[config.mk]
export PLATFORM = sky130hd
export DESIGN_NAME = bl_wl_prog_driver
export DESIGN_NICKNAME = d
export VERILOG_FILES = /design/src/rtl/cfg_bank_pkg.sv /design/src/rtl/bl_frame_assembler.sv /design/src/rtl/bl_wl_prog_driver.sv
export SDC_FILE = /design/constraint.sdc
export NUM_CORES = 1
export LEC_CHECK = 0
export CAP_MARGIN = 20
export CORE_MARGIN = 2
export CORE_UTILIZATION = 40
export DETAILED_ROUTE_END_ITERATION = 10
export DONT_BUFFER_PORTS = 1
export SYNTH_ARGS = -nofsm -noshare
export SYNTH_HDL_FRONTEND = slang
export SYNTH_SLANG_ARGS = --single-unit
export TNS_END_PERCENT = 50
[constraint.sdc]
create_clock -name clk -period 3.8 [get_ports clk]
set_input_delay 0.38 -clock clk [delete_from_list [all_inputs] [get_ports clk]]
set_output_delay 0.38 -clock clk [all_outputs]
set_load 0.03 [all_outputs]
[src/rtl/cfg_bank_pkg.sv]
// Shared types and constants for the BL/WL configuration bank driver.
package cfg_bank_pkg;

  localparam int unsigned DefBlW   = 315;
  localparam int unsigned DefWlW   = 4;
  localparam int unsigned DefDataW = 32;

  typedef enum logic [2:0] {
    StIdle,
    StLoad,
    StSetup,
    StPulse,
    StHold,
    StDone
  } state_e;

  function automatic int unsigned ceil_div(input int unsigned num, input int unsigned den);
    return (num + den - 1) / den;
  endfunction

endpackage

[src/rtl/bl_frame_assembler.sv]
// Assembles configuration words into the BL frame register; the last word is clipped at BL_W.
module bl_frame_assembler
  import cfg_bank_pkg::*;
#(
  parameter int unsigned BL_W   = DefBlW,
  parameter int unsigned DATA_W = DefDataW
) (
  input  logic              i_clk,
  input  logic              i_rst_n,
  input  logic              i_clear,
  input  logic              i_wr_en,
  input  logic [DATA_W-1:0] i_data,
  output logic [BL_W-1:0]   o_bl,
  output logic              o_last_word
);

  localparam int unsigned NW    = ceil_div(BL_W, DATA_W);
  localparam int unsigned WordW = (NW > 1) ? $clog2(NW + 1) : 1;

  logic [WordW-1:0] r_word;
  logic [BL_W-1:0]  r_bl;
  logic [BL_W-1:0]  w_bl_next;

  // Each frame bit belongs to exactly one word slot; bits past BL_W simply do not exist.
  for (genvar gi = 0; gi < BL_W; gi++) begin : g_bit
    assign w_bl_next[gi] = (i_wr_en && (r_word == WordW'(gi / DATA_W))) ?
                           i_data[gi % DATA_W] : r_bl[gi];
  end

  always_ff @(posedge i_clk) begin
    if (!i_rst_n) begin
      r_word <= '0;
      r_bl   <= '0;
    end else begin
      r_bl <= w_bl_next;
      if (i_clear) begin
        r_word <= '0;
      end else if (i_wr_en) begin
        r_word <= r_word + 1'b1;
      end
    end
  end

  assign o_bl        = r_bl;
  assign o_last_word = (r_word == WordW'(NW - 1));

endmodule

[src/rtl/bl_wl_prog_driver.sv]
// Programs the BL/WL bank row by row: load a BL frame, then fire a timed one-hot WL pulse.
module bl_wl_prog_driver
  import cfg_bank_pkg::*;
#(
  parameter int unsigned BL_W         = DefBlW,
  parameter int unsigned WL_W         = DefWlW,
  parameter int unsigned DATA_W       = DefDataW,
  parameter int unsigned SETUP_CYCLES = 1,
  parameter int unsigned PULSE_CYCLES = 2,
  localparam int unsigned RowW        = (WL_W > 1) ? $clog2(WL_W) : 1
) (
  input  logic              clk,
  input  logic              reset,
  input  logic              start,
  input  logic [DATA_W-1:0] cfg_data,
  input  logic              cfg_valid,
  output logic              cfg_ready,
  output logic [BL_W-1:0]   bl_out,
  output logic [WL_W-1:0]   wl_out,
  output logic              busy,
  output logic              done,
  output logic [RowW-1:0]   row_idx
);

  localparam int unsigned TMax   = (SETUP_CYCLES > PULSE_CYCLES) ? SETUP_CYCLES : PULSE_CYCLES;
  localparam int unsigned TimerW = (TMax > 1) ? $clog2(TMax) : 1;

  state_e            r_state;
  logic [TimerW-1:0] r_timer;
  logic [RowW-1:0]   r_row;
  logic [WL_W-1:0]   r_wl;

  logic            w_accept;
  logic            w_clear;
  logic            w_last_word;
  logic [WL_W-1:0] w_row_onehot;

  assign w_accept     = (r_state == StLoad) && cfg_valid;
  assign w_clear      = (r_state != StLoad);
  assign w_row_onehot = WL_W'(1) << r_row;

  bl_frame_assembler #(
    .BL_W  (BL_W),
    .DATA_W(DATA_W)
  ) u_frame (
    .i_clk      (clk),
    .i_rst_n    (reset),
    .i_clear    (w_clear),
    .i_wr_en    (w_accept),
    .i_data     (cfg_data),
    .o_bl       (bl_out),
    .o_last_word(w_last_word)
  );

  // WL is set on entry to PULSE and cleared on exit, so it is only ever high in PULSE.
  always_ff @(posedge clk) begin
    if (!reset) begin
      r_state <= StIdle;
      r_timer <= '0;
      r_row   <= '0;
      r_wl    <= '0;
    end else begin
      case (r_state)
        StIdle: begin
          if (start) begin
            r_state <= StLoad;
            r_row   <= '0;
          end
        end
        StLoad: begin
          if (w_accept && w_last_word) begin
            r_state <= StSetup;
            r_timer <= '0;
          end
        end
        StSetup: begin
          if (r_timer == TimerW'(SETUP_CYCLES - 1)) begin
            r_state <= StPulse;
            r_timer <= '0;
            r_wl    <= w_row_onehot;
          end else begin
            r_timer <= r_timer + 1'b1;
          end
        end
        StPulse: begin
          if (r_timer == TimerW'(PULSE_CYCLES - 1)) begin
            r_state <= StHold;
            r_wl    <= '0;
          end else begin
            r_timer <= r_timer + 1'b1;
          end
        end
        StHold: begin
          if (r_row == RowW'(WL_W - 1)) begin
            r_state <= StDone;
          end else begin
            r_row   <= r_row + 1'b1;
            r_state <= StLoad;
          end
        end
        StDone: begin
          r_state <= StIdle;
        end
        default: begin
          r_state <= StIdle;
          r_wl    <= '0;
        end
      endcase
    end
  end

  assign cfg_ready = (r_state == StLoad);
  assign busy      = (r_state != StIdle);
  assign done      = (r_state == StDone);
  assign wl_out    = r_wl;
  assign row_idx   = r_row;

endmodule
==> results of run 1 <==
cells by family (layout without fill, tap and decap cells):
kind of cell | Yosys count | count (layout) | synth area share
simple gates | 386 | 386 | 0.136
flops | 329 | 329 | 0.539
mux | 317 | 317 | 0.260
buf+inv | 82 | 65 | 0.0446
compound gates | 16 | 16 | 0.00984
fa+ha+maj | 8 | 8 | 0.00820
xor+xnor | 3 | 3 | 0.00215
routing by layer:
metal | vias to the layer above | share of wire
li1 | 3711 | -
met3 | 41 | 0.10
met5 | - | 0
met4 | 0 | 0.016
met2 | 287 | 0.47
met1 | 3668 | 0.41
worst reg2reg max path: stages, from the launching register on:
cell and delay [ns]:
dfxtp_1 0.57, and4bb_2 0.35, and4_2 0.99, mux2i_1 0.29
cells in the mapped netlist, drive strengths merged (2+ instances only):
cell type / instances / area [um2]
a211oi: 2 / 15.0
a22o: 4 / 35.0
and3b: 3 / 26.3
buf: 38 / 379
clkbuf: 37 / 139
dfxtp: 329 / 6590
ha: 8 / 100
inv: 7 / 26.3
mux2i: 317 / 3170
nand2: 349 / 1310
nand2b: 5 / 31.3
nand3: 8 / 140
nor2: 7 / 26.3
nor3: 2 / 10.0
nor3b: 3 / 38.8
o22ai: 2 / 12.5
o32ai: 2 / 17.5
xnor2: 2 / 17.5
area by class of cell:
type,instances,area (um2),area share
flip-flops and latches,329,6590,0.493
multi-input cells,730,5080,0.380
clock buffers,48,1010,0.0760
well taps,390,488,0.0365
clock inverters,9,153,0.0114
inverters,7,26.3,0.00197
repair buffers,1,7.51,0.000562
power groups by stage:
stage | Clock [mW] | Combinational, mW | Sequential [mW]
after floorplan | 0 | 0.170 | 3.60
after global placement | 0 | 0.165 | 3.61
after detailed placement | 0 | 0.166 | 3.61
after CTS | 3.54 | 0.167 | 3.54
after global routing | 3.67 | 0.177 | 3.54
final | 3.46 | 0.164 | 3.54
stage by stage:
step	std cells	hold slack (ns)	setup WS, ns	util
2_1_floorplan	1141	0.517	2.12	-
3_3_place_gp	1457	0.525	1.54	0.408
3_5_place_dp	1457	0.547	1.47	0.408
4_1_cts	1514	0.0244	1.39	0.447
5_1_grt	1514	0.0277	1.28	0.447
6_report	1514	0.0379	1.38	0.447
path summary, 6_finish.rpt:
check                                      start                        endpoint  cells after the start
setup / recovery         r_state[0]$_SDFFE_PN0P_                       cfg_ready                      1
hold / removal                             reset  u_frame.o_bl[125]$_SDFFE_PN0P_                      2
setup reg to reg         r_state[0]$_SDFFE_PN0P_  u_frame.o_bl[267]$_SDFFE_PN0P_                      3
hold reg to reg   u_frame.r_word[1]$_SDFFE_PP0P_  u_frame.r_word[1]$_SDFFE_PP0P_                      2
state kept, by name, indices dropped and copies added (netlist names):
name and count:
wl_out 4, row_idx 2, r_state 3, u_frame.o_bl 315, u_frame.r_word 4, r_timer 1
==> impl_metrics.csv, run 1 <==
group,metric,value,unit
setup_path,cp-end-kind,"output pin",
sta,fmax,413,MHz
clocking,clock_sinks,329,
setup_path,reg2reg_slack,1.52,ns
clocking,insertion_delay,0.50,ns
clocking,cts_tree,"yes",
sta,finalMaxSlewViolations,0,
clocking,h-tree-depth,2,
power,p_switching,1.51,mW
floorplanning,die_w,179,um
grt,grt_first_pass_wirelength,46.1,mm
sta,rsz0062_at_grt,"false",
layout,area_growth_syn_to_layout,9.40,%
placed_design,io_buffers,0,
sta,fin_skew,0.0122,ns
detailed_routing,wl,31.5,mm
grt,grt_max_degree,355,
logic_synthesis,ys_seq_area_frac,0.539,
sta,worstMarginPinSlew,1.18,ns
power,pwr-share-comb,0.023,
setup_path,arrival,2.04,ns
floorplanning,fp.coreArea,29900,um2
floorplanning,pin_count,360,
logic_synthesis,synth_seq_cells,329,
power,p_clk_frac,0.483,
sta,hold_viol_final,0,
sta,max_slew_margin,0.212,
grt,use_met3,0.0704,
min_path,min_path_type,"primary input to flop",
floorplanning,start_util,0.409,
clocking,cts_root_buf,"clkbuf_16",
grt,grt_pass1_vias,7490,
grt,busiest_layer,"met2",
logic_synthesis,syn_area_per_cell,10.7,um2
placed_design,place_area,12200,um2
setup_path,crit_slowest_cell,"nor3b_1",
floorplanning,dieArea,31900,um2
detailed_routing,drc,0,
detailed_routing,antenna_left,0,
setup_path,cp-start-kind,"flop",
power,power,7.16,mW
layout,final_common_cell,"nand2_1",
layout,nFillCells,2810,
sta,setup_tns,0,ns
grt,grt.overflow.total,0,
layout,final_cell_area,13400,um2
floorplanning,die_h,179,um
sta,setup_viol,0,
power,leakage,6.36,nW
placed_design,gp_congestion,0.747,
grt,antenna_found_initial,0,
logic_synthesis,syn_nets,1185,
logic_synthesis,synth_warnings,0,
power,peakVddDrop,0.320,mV
setup_path,critPathMaxStageDelay,0.97,ns
logic_synthesis,synth_flop_cell,"dfxtp_1",
logic_synthesis,syn_area,12200,um2
logic_synthesis,synth_edf_count,0,
layout,drive_gt1_frac,0.0605,
sta,fin_crit_sh,0.637,
clocking,post_cts_buffers,0,
logic_synthesis,syn_inst,1141,
setup_path,path_cells,"nor3b_1",
setup_path,path_class,"flop to output pin",
power,internal-power,5.65,mW
layout,nets,1148,
grt,use_met1,0.233,
setup_path,cpLargestDelayFamily,"simple AND/OR/NAND/NOR gates",
detailed_routing,first_pass_iters,5,
grt,use_met2,0.311,
power,p_seq_frac,0.494,
detailed_routing,via_per_inst,5.09,
logic_synthesis,synth_cell_types,38,
logic_synthesis,synthArstFlopShare,0,
clocking,cts_buffers,35,
clocking,clk_path_buf_depth,3,
sta,fin_crit,2.42,ns
placed_design,dp_hpwl,19.7,mm
layout,diodes,0,
detailed_routing,initialDrtViolationCount,491,
grt,grtUsageTotal,0.188,
clocking,clkTransAtPathRegs,0.06,ns
setup_path,crit_required,3.42,ns
floorplanning,fp-row-count,63,
setup_path,cp_num_buf_inv,0,
clocking,hold_buffers,0,
layout,most-common-layout-cells,"nand2_1 (349), dfxtp_1 (329), mux2i_1 (317)",
clocking,cts_resized,0,
detailed_routing,avgRoutedWirePerCell,20.8,um
detailed_routing,vias,7707,
power,power_density,536,nW/um2
status,outcome,"completed",
run,maxCapViolations,0,
power,swShare,0.211,
setup_path,crit_fanout,15,
Power figures use the tool's default switching activity.
==> run 2: changes to the inputs <==
Clock period 3.8 ns to 2.54 ns, I/O delays scaled along.
==> run 2 against run 1 <==
Net effect: clock power increased by 45%; combinational power increased by 98%; cell count increased by 11%; core utilization increased by 5.3 points; flip-flop and latch count unchanged; hold slack got worse by 0.017 ns; largest cell class unchanged; largest power group unchanged.
==> impl_metrics.csv, run 2 (synthesis gave the netlist of run 1 again) <==
group,metric,value,unit
layout,layoutNonFillerInstCount,1674,
floorplanning,fp-row-count,63,
grt,grt_first_pass_wirelength,51.8,mm
floorplanning,pin_count,360,
min_path,min_path_type,"primary input to flop",
setup_path,crit_fanout,15,
power,leakage,6.65,nW
sta,rsz0062_at_grt,"false",
sta,fin_skew,0.00696,ns
grt,grt_pass1_vias,8774,
sta,fin_crit,2.04,ns
layout,nets,1308,
sta,fin_crit_sh,0.803,
clocking,post_cts_buffers,0,
sta,worstMarginPinSlew,0.769,ns
clocking,cts_tree,"yes",
setup_path,crit_required,2.90,ns
floorplanning,dieArea,31900,um2
sta,fin_ws,0.500,ns
power,power,10.6,mW
power,peakVddDrop,0.632,mV
detailed_routing,first_pass_iters,4,
detailed_routing,via_per_inst,5.16,
placed_design,dp_cells,1474,
clocking,h-tree-depth,2,
clocking,clock_sinks,329,
layout,final_common_cell,"nand2_1",
placed_design,gp_congestion,0.731,
detailed_routing,antenna_left,0,
setup_path,path_class,"flop to flop",
sta,fmax,490,MHz
sta,setup_tns,0,ns
clocking,hold_buffers,143,
placed_design,io_buffers,0,
layout,drive_gt1_frac,0.0631,
layout,diodes,0,
clocking,cts_buffers,35,
floorplanning,start_util,0.409,
placed_design,place_worst_setup_slack,0.508,ns
detailed_routing,vias,8634,
detailed_routing,initialDrtViolationCount,450,
layout,nFillCells,2746,
grt,grtUsageTotal,0.210,
grt,antenna_found_initial,0,
placed_design,dp_hpwl,20.8,mm
run,maxCapViolations,0,
clocking,insertion_delay,0.50,ns
layout,final_cell_area,14900,um2
detailed_routing,drc,0,
layout,final_core_util,0.500,
floorplanning,die_w,179,um
grt,grt_max_degree,177,
placed_design,place_area,12400,um2
detailed_routing,wl,34.7,mm
clocking,clkTransAtPathRegs,0.06,ns
clocking,cts_resized,0,
setup_path,cp-end-kind,"flop",
setup_path,arrival,2.40,ns
sta,hold_viol_final,0,
sta,finalMaxSlewViolations,0,
status,outcome,"completed",
layout,most-common-layout-cells,"nand2_1 (349), dfxtp_1 (329), mux2i_1 (317)",
setup_path,cp-start-kind,"flop",
clocking,clk_path_buf_depth,3,
sta,hold_slack,0.0212,ns
layout,area_growth_syn_to_layout,22.3,%
layout,largest_reg_flops,315,
floorplanning,die_h,179,um
sta,max_slew_margin,0.488,
sta,setup_viol,0,
grt,grt.overflow.total,0,
floorplanning,fp.coreArea,29900,um2
detailed_routing,avgRoutedWirePerCell,20.7,um
power,power_density,712,nW/um2
clocking,cts_root_buf,"clkbuf_16",
## run 2: layout make-up
type | instances | area (um2) | share of cell area
clock buffer | 52 | 1010 | 0.0676
clock inverter | 5 | 104 | 0.00695
inverter | 7 | 26.3 | 0.00176
multi-input combinational | 730 | 5080 | 0.340
sequential | 329 | 6590 | 0.441
tap | 390 | 488 | 0.0327
timing repair buffer | 161 | 1640 | 0.110
## run 2: worst paths after layout
check / cells past startpoint / start / to / slack (ns)
worst max-delay path: 4 / r_state[0]$_SDFFE_PN0P_ / u_frame.o_bl[223]$_SDFFE_PN0P_ / 0.50
worst min-delay path: 3 / cfg_valid / u_frame.r_word[3]$_SDFFE_PP0P_ / 0.02
worst max register to register: 4 / r_state[0]$_SDFFE_PN0P_ / u_frame.o_bl[223]$_SDFFE_PN0P_ / 0.50
worst min register to register: 2 / u_frame.r_word[1]$_SDFFE_PP0P_ / u_frame.r_word[1]$_SDFFE_PP0P_ / 0.57
## run 2: report_power, final
| group | total, mW | switching [mW] | leakage (nW) | internal [mW] |
|---|---|---|---|---|
| registers | 5.29 | 0.0967 | 2.65 | 5.19 |
| clock network | 5.02 | 1.98 | 0.544 | 3.04 |
| logic | 0.325 | 0.228 | 3.45 | 0.0966 |
## run 2: per-layer routing
layer | vias up | share of wire | track usage
met5 | - | 0 | 0
met4 | 0 | 0.023 | 0.0583
met3 | 58 | 0.10 | 0.0768
met2 | 318 | 0.48 | 0.354
met1 | 4222 | 0.40 | 0.253
li1 | 4036 | - | -
## run 2: worst max-delay path, cell delays in order, from the launching register on
cell	delay (ns)
dfxtp_1	0.60
and3b_1	0.48
nand3_4	0.34
buf_4	0.33
mux2i_1	0.14
